$ cat config.mk
export PLATFORM = sky130hd
export DESIGN_NAME = matrix_key_scan
export DESIGN_NICKNAME = d
export VERILOG_FILES = /design/src/rtl/key_pkg.sv /design/src/rtl/scan_tick_gen.sv /design/src/rtl/matrix_key_scan.sv
export SDC_FILE = /design/constraint.sdc
export NUM_CORES = 1
export LEC_CHECK = 0
export CORE_ASPECT_RATIO = 1.25
export CORE_MARGIN = 2
export CORE_UTILIZATION = 50
export CTS_BUF_LIST = sky130_fd_sc_hd__clkbuf_8
export DETAILED_ROUTE_END_ITERATION = 10
export HOLD_SLACK_MARGIN = 0.02
export PLACE_DENSITY_LB_ADDON = 0.12
export SYNTH_ARGS = -nofsm -noshare
export SYNTH_HDL_FRONTEND = slang
export SYNTH_SLANG_ARGS = --single-unit
$ cat constraint.sdc
create_clock -name clk -period 2 [get_ports clk]
set_input_delay 0.4 -clock clk [delete_from_list [all_inputs] [get_ports clk]]
set_output_delay 0.4 -clock clk [all_outputs]
set_load 0.03 [all_outputs]
$ cat src/rtl/key_pkg.sv
// Shared types and elaboration helpers for the matrix keypad scanner and its tick generator.
package key_pkg;

    // IDLE: wait for any key | DEB_PRESS: qualify press | SCAN: find column | HOLD: key down | DEB_REL: qualify release
    typedef enum logic [2:0] {
        ST_IDLE,
        ST_DEB_PRESS,
        ST_SCAN,
        ST_HOLD,
        ST_DEB_REL
    } state_t;

    function automatic int clog2(input int n);
        int w;
        w = 1;
        while ((1 << w) < n) w++;
        return w;
    endfunction

    function automatic int ms_to_ticks(input int ms, input int scan_hz);
        int t;
        t = ms * scan_hz / 1000;
        return (t < 1) ? 1 : t;
    endfunction

endpackage

$ cat src/rtl/scan_tick_gen.sv
// Free-running 1-clk enable pulse every DIV clocks; shared by low-rate scanners.
module scan_tick_gen
    import key_pkg::*;
#(
    parameter int DIV = 10
) (
    input  logic i_clk,
    input  logic i_rst_n,
    output logic o_tick
);

    localparam int CW = clog2(DIV);

    logic [CW-1:0] r_cnt;

    always_ff @(posedge i_clk or negedge i_rst_n) begin
        if (!i_rst_n) begin
            r_cnt <= '0;
        end else if (r_cnt == '0) begin
            r_cnt <= CW'(DIV - 1);
        end else begin
            r_cnt <= r_cnt - CW'(1);
        end
    end

    assign o_tick = (r_cnt == '0);

endmodule

$ cat src/rtl/matrix_key_scan.sv
// ROWS x COLS keypad scanner: debounce, column scan, valid/ready event output with overflow.
// Optional auto-repeat while held is enabled by defining KEY_REPEAT_EN.
module matrix_key_scan
    import key_pkg::*;
#(
    parameter int ROWS            = 4,
    parameter int COLS            = 4,
    parameter int CLK_HZ          = 50_000_000,
    parameter int SCAN_HZ         = 1000,
    parameter int DEBOUNCE_MS     = 20,
    parameter int REPEAT_DELAY_MS = 500,
    parameter int REPEAT_RATE_MS  = 100,
    localparam int CODE_W         = clog2(ROWS * COLS)
) (
    input  logic              clk,
    input  logic              rst_n,
    input  logic [ROWS-1:0]   row,
    output logic [COLS-1:0]   col,
    output logic              key_valid,
    output logic [CODE_W-1:0] key_code,
    input  logic              key_ready,
    output logic              key_held,
    output logic              overflow
);

    localparam int TICK_DIV  = (CLK_HZ / SCAN_HZ < 1) ? 1 : CLK_HZ / SCAN_HZ;
    localparam int DEB_TICKS = ms_to_ticks(DEBOUNCE_MS, SCAN_HZ);
    localparam int DEB_W     = clog2(DEB_TICKS + 1);
    localparam int CIDX_W    = clog2(COLS);

    if (ROWS < 2 || ROWS > 8 || COLS < 2 || COLS > 8 ||
        REPEAT_DELAY_MS < 0 || REPEAT_RATE_MS < 0) begin : g_param_check
        $error("matrix_key_scan: unsupported parameter set");
    end

    logic              w_tick;
    logic [ROWS-1:0]   r_row_meta;
    logic [ROWS-1:0]   r_row_sync;
    logic              w_pressed;
    int                w_hit_row;
    logic [CODE_W-1:0] w_hit_code;

    state_t            r_state;
    state_t            w_state_nx;
    logic [DEB_W-1:0]  r_deb_cnt;
    logic [DEB_W-1:0]  w_deb_nx;
    logic [CIDX_W-1:0] r_col_idx;
    logic [CIDX_W-1:0] w_cidx_nx;
    logic [COLS-1:0]   r_col;
    logic [COLS-1:0]   w_col_nx;
    logic              w_post;

    logic              w_ev_post;
    logic [CODE_W-1:0] w_ev_code;
    logic              w_handshake;
    logic              r_key_valid;
    logic [CODE_W-1:0] r_key_code;
    logic              r_overflow;

    scan_tick_gen #(.DIV(TICK_DIV)) u_tick (
        .i_clk   (clk),
        .i_rst_n (rst_n),
        .o_tick  (w_tick)
    );

    always_ff @(posedge clk or negedge rst_n) begin
        if (!rst_n) begin
            r_row_meta <= '1;
            r_row_sync <= '1;
        end else begin
            r_row_meta <= row;
            r_row_sync <= r_row_meta;
        end
    end

    assign w_pressed = (r_row_sync != '1);

    // Lowest low row wins when several rows are closed on the same column.
    always_comb begin
        w_hit_row = 0;
        for (int i = ROWS - 1; i >= 0; i--) begin
            if (!r_row_sync[i]) w_hit_row = i;
        end
    end

    assign w_hit_code = CODE_W'(w_hit_row * COLS + int'(r_col_idx));

    always_comb begin
        w_state_nx = r_state;
        w_deb_nx   = r_deb_cnt;
        w_cidx_nx  = r_col_idx;
        w_post     = 1'b0;
        if (w_tick) begin
            case (r_state)
                ST_IDLE: begin
                    if (w_pressed) begin
                        w_deb_nx   = DEB_W'(1);
                        w_state_nx = ST_DEB_PRESS;
                    end
                end
                ST_DEB_PRESS: begin
                    if (!w_pressed) begin
                        w_deb_nx   = '0;
                        w_state_nx = ST_IDLE;
                    end else if (int'(r_deb_cnt) >= DEB_TICKS - 1) begin
                        w_deb_nx   = '0;
                        w_cidx_nx  = '0;
                        w_state_nx = ST_SCAN;
                    end else begin
                        w_deb_nx = r_deb_cnt + DEB_W'(1);
                    end
                end
                ST_SCAN: begin
                    if (w_pressed) begin
                        w_post     = 1'b1;
                        w_cidx_nx  = '0;
                        w_state_nx = ST_HOLD;
                    end else if (int'(r_col_idx) == COLS - 1) begin
                        w_cidx_nx  = '0;
                        w_state_nx = ST_IDLE;
                    end else begin
                        w_cidx_nx = r_col_idx + CIDX_W'(1);
                    end
                end
                ST_HOLD: begin
                    if (!w_pressed) begin
                        w_deb_nx   = DEB_W'(1);
                        w_state_nx = ST_DEB_REL;
                    end
                end
                ST_DEB_REL: begin
                    if (w_pressed) begin
                        w_deb_nx   = '0;
                        w_state_nx = ST_HOLD;
                    end else if (int'(r_deb_cnt) >= DEB_TICKS - 1) begin
                        w_deb_nx   = '0;
                        w_state_nx = ST_IDLE;
                    end else begin
                        w_deb_nx = r_deb_cnt + DEB_W'(1);
                    end
                end
                default: begin
                    w_deb_nx   = '0;
                    w_cidx_nx  = '0;
                    w_state_nx = ST_IDLE;
                end
            endcase
        end
        w_col_nx = (w_state_nx == ST_SCAN) ? ~(COLS'(1) << w_cidx_nx) : '0;
    end

    always_ff @(posedge clk or negedge rst_n) begin
        if (!rst_n) begin
            r_state   <= ST_IDLE;
            r_deb_cnt <= '0;
            r_col_idx <= '0;
            r_col     <= '0;
        end else begin
            r_state   <= w_state_nx;
            r_deb_cnt <= w_deb_nx;
            r_col_idx <= w_cidx_nx;
            r_col     <= w_col_nx;
        end
    end

`ifdef KEY_REPEAT_EN
    localparam int REP_DELAY = ms_to_ticks(REPEAT_DELAY_MS, SCAN_HZ);
    localparam int REP_RATE  = ms_to_ticks(REPEAT_RATE_MS, SCAN_HZ);
    localparam int REP_W     = clog2(((REP_DELAY > REP_RATE) ? REP_DELAY : REP_RATE) + 1);

    logic [REP_W-1:0]  r_rep_cnt;
    logic [CODE_W-1:0] r_held_code;
    logic              w_rep_tick;
    logic              w_rep_post;

    assign w_rep_tick = (r_state == ST_HOLD) && w_tick && w_pressed;
    assign w_rep_post = w_rep_tick && (r_rep_cnt == '0);

    // Counter only advances in HOLD, so a release bounce pauses it rather than restarting it.
    always_ff @(posedge clk or negedge rst_n) begin
        if (!rst_n) begin
            r_rep_cnt   <= '0;
            r_held_code <= '0;
        end else if (w_post) begin
            r_rep_cnt   <= REP_W'(REP_DELAY - 1);
            r_held_code <= w_hit_code;
        end else if (w_rep_tick) begin
            r_rep_cnt <= (r_rep_cnt == '0) ? REP_W'(REP_RATE - 1) : r_rep_cnt - REP_W'(1);
        end else if (w_state_nx == ST_IDLE) begin
            r_rep_cnt <= '0;
        end
    end

    assign w_ev_post = w_post | w_rep_post;
    assign w_ev_code = w_post ? w_hit_code : r_held_code;
`else
    assign w_ev_post = w_post;
    assign w_ev_code = w_hit_code;
`endif

    assign w_handshake = r_key_valid && key_ready;

    always_ff @(posedge clk or negedge rst_n) begin
        if (!rst_n) begin
            r_key_valid <= 1'b0;
            r_key_code  <= '0;
            r_overflow  <= 1'b0;
        end else begin
            r_overflow <= 1'b0;
            if (w_ev_post && (!r_key_valid || w_handshake)) begin
                r_key_valid <= 1'b1;
                r_key_code  <= w_ev_code;
            end else if (w_ev_post) begin
                r_overflow <= 1'b1;
            end else if (w_handshake) begin
                r_key_valid <= 1'b0;
            end
        end
    end

    assign col       = r_col;
    assign key_valid = r_key_valid;
    assign key_code  = r_key_code;
    assign overflow  = r_overflow;
    assign key_held  = (r_state == ST_HOLD) || (r_state == ST_DEB_REL);

endmodule

Word-level counts from Yosys, hierarchy flattened. Index checks and enable logic that the tools add are counted.

Muxes and demuxes: 36. Reduce and logical (&&, ||, !) cells: 11. Magnitude comparators: 1. Multiply operators: 0. Divide/modulo/power cells: 0. Equality and inequality tests: 10. Add/sub/neg operators: 4. Bitwise operators: 2. Shifts and indexed selects: 1.

Operator list (number): 3-bit 2-to-1 mux (9); 5-bit 2-to-1 mux (5); 5-bit case mux with 5 select lines (1); 2-bit 2-to-1 mux (9); 16-bit logical NOT (1); 16-bit 2-to-1 mux (1); 16-bit by 1-bit subtractor with 16-bit output (second input constant) (1); 3-bit case mux with 5 select lines (1); 3-bit by 2-bit == test with 1-bit output (second input constant) (3); 1-bit 2-to-1 mux (8); 2-bit case mux with 3 select lines (1); 5-bit by 1-bit adder with 5-bit output (second input constant) (1); 5-bit greater-or-equal comparator (second input constant) (1); 4-bit by 3-bit adder with 4-bit output (1); 4-bit 2-to-1 mux (1); 2-bit != test (second input constant) (2); 4-bit != test (second input constant) (1); 4-bit inverter (1); 4-bit AND reduction (1); 1-bit by 2-bit left shift with 4-bit output (first input constant) (1); 3-bit by 1-bit == test with 1-bit output (second input constant) (1); 3-bit == test (second input constant) (1); 3-bit logical NOT (1); 3-bit OR reduction (1); other kinds (9) (11).

Memory bits (writable): 0. Memory bits (read-only): 0. Output and inout bits: 11. Input port bits: 7. Logic and storage cells: 75. Flip-flop bits (word level): 44. Memories kept: 0. Bits in latches: 0.

Longest topological paths before layout. Gate-level depths: netlist (run 1).

Word-level depth: 8. Gate-level depth with buffers: 8. Mapped depth without buffers: 8.

By module. From an unflattened synthesis (run 1), not the netlist that was laid out.

Cell total of the unflattened synthesis: 207. Area total of the unflattened synthesis: 2097.0 um^2.

By module, submodules not included: matrix_key_scan (sequential area each 710.7 um^2, cells each 120, area an instance 1275.0 um^2, instances 1); scan_tick_gen (sequential area each 400.4 um^2, cells each 87, area an instance 822.0 um^2, instances 1).

Worst setup path after synthesis (run 1). Ideal clock, no wire load.

Path kind: flip-flop to flip-flop. Start: register r_deb_cnt[0]. End: register r_deb_cnt[3]. Data arrival time: 2.077 ns. Clock period less this slack: 2.172 ns. Buffers on the path: 0. Data required time: 1.905 ns. Cell stages (with the launch flop): 7. Slack: -0.172 ns. Library setup time: 0.095 ns. Cell sequence: dfrtp_1 -> ha_1 -> a2111oi_0 -> nor2b_1 -> or3_1 -> or2_2 -> o31ai_1.

Longest elaborated chain between the ends: 4. Elaborated cells between the ends (all ways): 6. Those cells by class: add/sub (1); order compare (1); mux (4).

RTL lines: from (decl) (RTL line matrix_key_scan.sv:45) `logic [DEB_W-1:0] r_deb_cnt;`; from (signal assigned) (RTL line matrix_key_scan.sv:160) `r_deb_cnt <= w_deb_nx;`; 5-bit by 1-bit adder with 5-bit output or 5-bit greater-or-equal comparator (tied branches); 5-bit 2-to-1 mux * (RTL line matrix_key_scan.sv:105, matrix_key_scan.sv:135); 5-bit 2-to-1 mux (on tied branches) (RTL line matrix_key_scan.sv:132, matrix_key_scan.sv:102); 5-bit case mux with 5 select lines * (RTL line matrix_key_scan.sv:94) `case (r_state)`.

Every way passes the cells marked *; elsewhere a longest branch is shown, timed or not. A chain may end at the register's enable or synchronous reset.

Final worst setup path (run 1).
Start: register u_tick.r_cnt[8]. End: register r_key_code[2], in the netlist key_code[2].

Longest elaborated chain between the ends: 3.

RTL lines: from (decl) (RTL line scan_tick_gen.sv:14) `logic [CW-1:0] r_cnt;`; from (signal assigned) (RTL line scan_tick_gen.sv:20) `r_cnt <= CW'(DIV - 1);`; from (signal assigned) (RTL line scan_tick_gen.sv:22) `r_cnt <= r_cnt - CW'(1);`; 16-bit logical NOT (RTL line scan_tick_gen.sv:26) `assign o_tick = (r_cnt == '0);`; 1-bit 2-to-1 mux (RTL line matrix_key_scan.sv:93) `if (w_tick) begin`; 1-bit logical AND (RTL line matrix_key_scan.sv:210) `if (w_ev_post && (!r_key_valid || w_handshake)) begin`; to (signal assigned) (RTL line matrix_key_scan.sv:212) `r_key_code <= w_ev_code;`; to (decl) (RTL line matrix_key_scan.sv:57) `logic [CODE_W-1:0] r_key_code;`.

Every way passes these cells.

==> results of run 1 <==
[cell usage in the layout (no fill, tap or decap), drive strengths merged, types with 7 or more instances in the layout]
master / n
clkdlybuf4s50: 15
nor2: 16
o21ai: 14
buf: 42
dfstp: 8
dfrtp: 36
nor3: 7
nand3: 10
nand2: 13
a21oi: 12
[per-stage QoR]
stage / hold WS [ns] / setup TNS (ns) / setup slack, ns
global route: 0.1290 / -1.819 / -0.2124
floorplan: 0.1044 / -0.5791 / -0.08000
CTS: 0.08856 / -0.8738 / -0.1235
finish: 0.06470 / -0.8461 / -0.1243
detailed placement: 0.3493 / -0.9656 / -0.1372
global placement: 0.3460 / -0.3784 / -0.05723
[final cells by class]
class	instances	area share, %
multi-input cells	144	36.14
inverters	5	0.6760
flip-flops and latches	44	40.02
clock inverters	2	0.5408
clock buffers	6	2.974
well taps	56	2.524
repair buffers	57	17.12
[Yosys cell counts (2+ instances only)]
cell type	number
dfrtp_1	36
nor2_1	16
o21ai_0	14
nand2_1	13
a21oi_1	12
nand3_1	10
dfstp_2	8
nor3_1	7
nor4_1	6
xnor2_1	6
mux2_2	5
nand2b_1	5
or3_1	5
clkbuf_1	4
ha_1	4
inv_1	4
nor2b_1	4
a31oi_1	3
nand4_1	3
a41oi_1	2
and2_1	2
and4_1	2
o21a_1	2
or4_4	2
xor2_1	2
[report_power, final]
part	total [mW]	internal, mW	switching (mW)
logic	0.0524	0.0241	0.0283
clock network	0.585	0.279	0.306
registers	0.907	0.903	0.00332
[timing repair]
item	4_1_cts	5_1_grt
hold endpoints to repair	0	0
buffers inserted	2	1
pin swaps	6	2
endpoints found under the setup margin	14	22
resized for setup	8	10
[state kept, by name (all words and copies together) (netlist names)]
signal / cells
col: 4
key_code: 4
key_valid: 1
overflow: 1
r_col_idx: 2
r_deb_cnt: 5
r_row_meta: 4
r_row_sync: 4
r_state: 3
u_tick.r_cnt: 16
[worst min-delay path by stage]
| stage | start | endpoint | slack (ns) | depth (start not counted) |
|---|---|---|---|---|
| 6_report | rst_n | r_deb_cnt[3] | 0.06 | 1 |
| 5_1_grt | rst_n | r_deb_cnt[0] | 0.13 | 1 |
| 4_1_cts | rst_n | r_deb_cnt[3] | 0.09 | 1 |
| 3_5_place_dp | r_row_meta[1] | r_row_sync[1] | 0.35 | 0 |
| 3_3_place_gp | r_row_meta[2] | r_row_sync[2] | 0.35 | 0 |
| 2_1_floorplan | rst_n | col[0] | 0.10 | 0 |
[metal layers]
metal / GRT usage (%) / vias up / part of all wire, %
li1: - / 846 / -
met1: 26.13 / 888 / 40
met2: 36.63 / 46 / 54
met3: 3.413 / 13 / 2.8
met4: 10.64 / 0 / 2.3
met5: 0 / - / 0
[cell families after synthesis]
family                   Yosys count
AO/OA/AOI/OAI                     46
flip-flops                        44
multiplexers                       6
adder cells (fa/ha/maj)            4
XOR/XNOR                           8
buffers and inverters             10
AND/OR/NAND/NOR                   80
==> impl_metrics.tcl, run 1 <==
set metrics [dict create \
    outcome "finished, violations left" \
    violations "negative setup slack" \
    areaGrowthSynthToFinish_pct 34.24 \
    dp_cells 303 \
    layout.cells.non_filler 314 \
    overflow 0 \
    arrival_ns 2.31 \
    synth_area_leaders "dfrtp_1, dfstp_2, o21ai_0, a21oi_1, nor2_1" \
    synth_fa_ha_area_share_pct 2.420 \
    r2r_end "key_code[2]" \
    synth.area.mux_share_pct 3.206 \
    die_y_um 75.91 \
    cp.required_ns 2.18 \
    synth_top_cell_area_share_pct 43.56 \
    synth_top_family_by_area "simple AND/OR/NAND/NOR gates" \
    path_delay_family "simple AND/OR/NAND/NOR gates" \
    die_area_um2 4670 \
    drt_wl_total_um 4741 \
    slowest_delay_ns 0.54 \
    ff2ff_path_depth 5 \
    startpoint "u_tick.r_cnt[8]" \
    synth_area_leader_cell "dfrtp_1" \
    vias 1793 \
    placed_area_um2 2577 \
    setup_violations 9 \
    synth_ff_type "dfrtp_1" \
    relSlewSlack_pct 65.33 \
    finalCriticalPeriod_ns 2.124 \
    grt_pass1_wl_um 7838 \
    wl_per_cell_um 15.10 \
    end_kind "register" \
    worstReg2RegStart "u_tick.r_cnt[8]" \
    yosysWarningCount 0 \
    synthSimpleGateAreaFrac_pct 20.81 \
    rsz0062_at_grt "true" \
    worstSetupEndpoint "key_code[2]" \
    post-route-period-util_pct 106.2 \
    ios 18 \
    die_width_um 61.53 \
    synthXorXnorAreaFrac_pct 3.388 \
    post-route-util_pct 68.83 \
    start_kind "register" \
    cp.depth 5 \
    fmax_ghz 0.4707 \
    power_density_nw_per_um2 556.3 \
    ys_types 46 \
    cts_tree "yes" \
    synth-edff-count 0 \
    regArea_um2 1111 \
    drt_iter0_drc 94 \
    drv_cap 0 \
    drtAntennaViolNets 0 \
    crit_type "register to register" \
    vias_per_cell 5.710 \
    dp_hpwl_um 3566 \
    final_cell_area_um2 2776 \
    critPathMaxFanout 4 \
    syn_nets 209 \
    drive_gt1_share_pct 32.56 \
    crit_path_top_delay_cell "or4_4" \
    async_flop_share_pct 100.0 \
    hold_buffers 0 \
    finClkSkew_ns 0.007005 \
    ff2ff_setup_slack_ns -0.12 \
    path_cells "or4_4, or3_4, nor2_2, nand4_1, mux2_2" \
    netlist_instances 198 \
    peakVddDrop_uv 467.0 \
    path_buf_inv 0 \
    n_fill_cell 334 \
    clk-insertion-delay-late_ns 0.30 \
    slew_violations 0 \
    antenna_found_initial 0 \
    grt_usage_pct 21.87 \
    yosysSeqAreaShare_pct 53.72 \
    drc 0 \
    grt_max_degree 24 \
    layout_setup_ws_ns -0.1243 \
    leakage_nw 1.190 \
    antenna_cells 0 \
    drt_pre_antenna_iters 5 \
    syn-cell-area_um2 2068 \
    cts_buffers 5 \
    h-tree-depth 2 \
    cts_buffer_depth 2 \
    cts_sinks 44 \
    finalHoldViolCount 0 \
    p_total_mw 1.544 \
    synth-compound-area-share_pct 14.46 \
    num_rows 26 \
    root_buffer "clkbuf_8" \
    nNetsFinal 268 \
    hold_class "input port to async pin" \
    first_global_vias 1811 \
    avgSynthCellArea_um2 10.45 \
    numPortBuffers 17 \
    clkSlewWorstSetupHoldPaths_ns 0.08 \
    tightest_slew_ns 0.5200 \
    coreArea_um2 4034 \
    ys_ff_latch 44 \
    multi_input_area_um2 1003 \
    gp_congestion 0.8925 \
    start_util_pct 51.27 \
]
No activity file was read; power rests on OpenSTA's default activity.
==> run 2, diff against run 1 <==
Settings changed: CTS_CLUSTER_DIAMETER from default to 60.
==> results of run 2 <==
Final layout, timing and power as in run 1 (identical DEF).
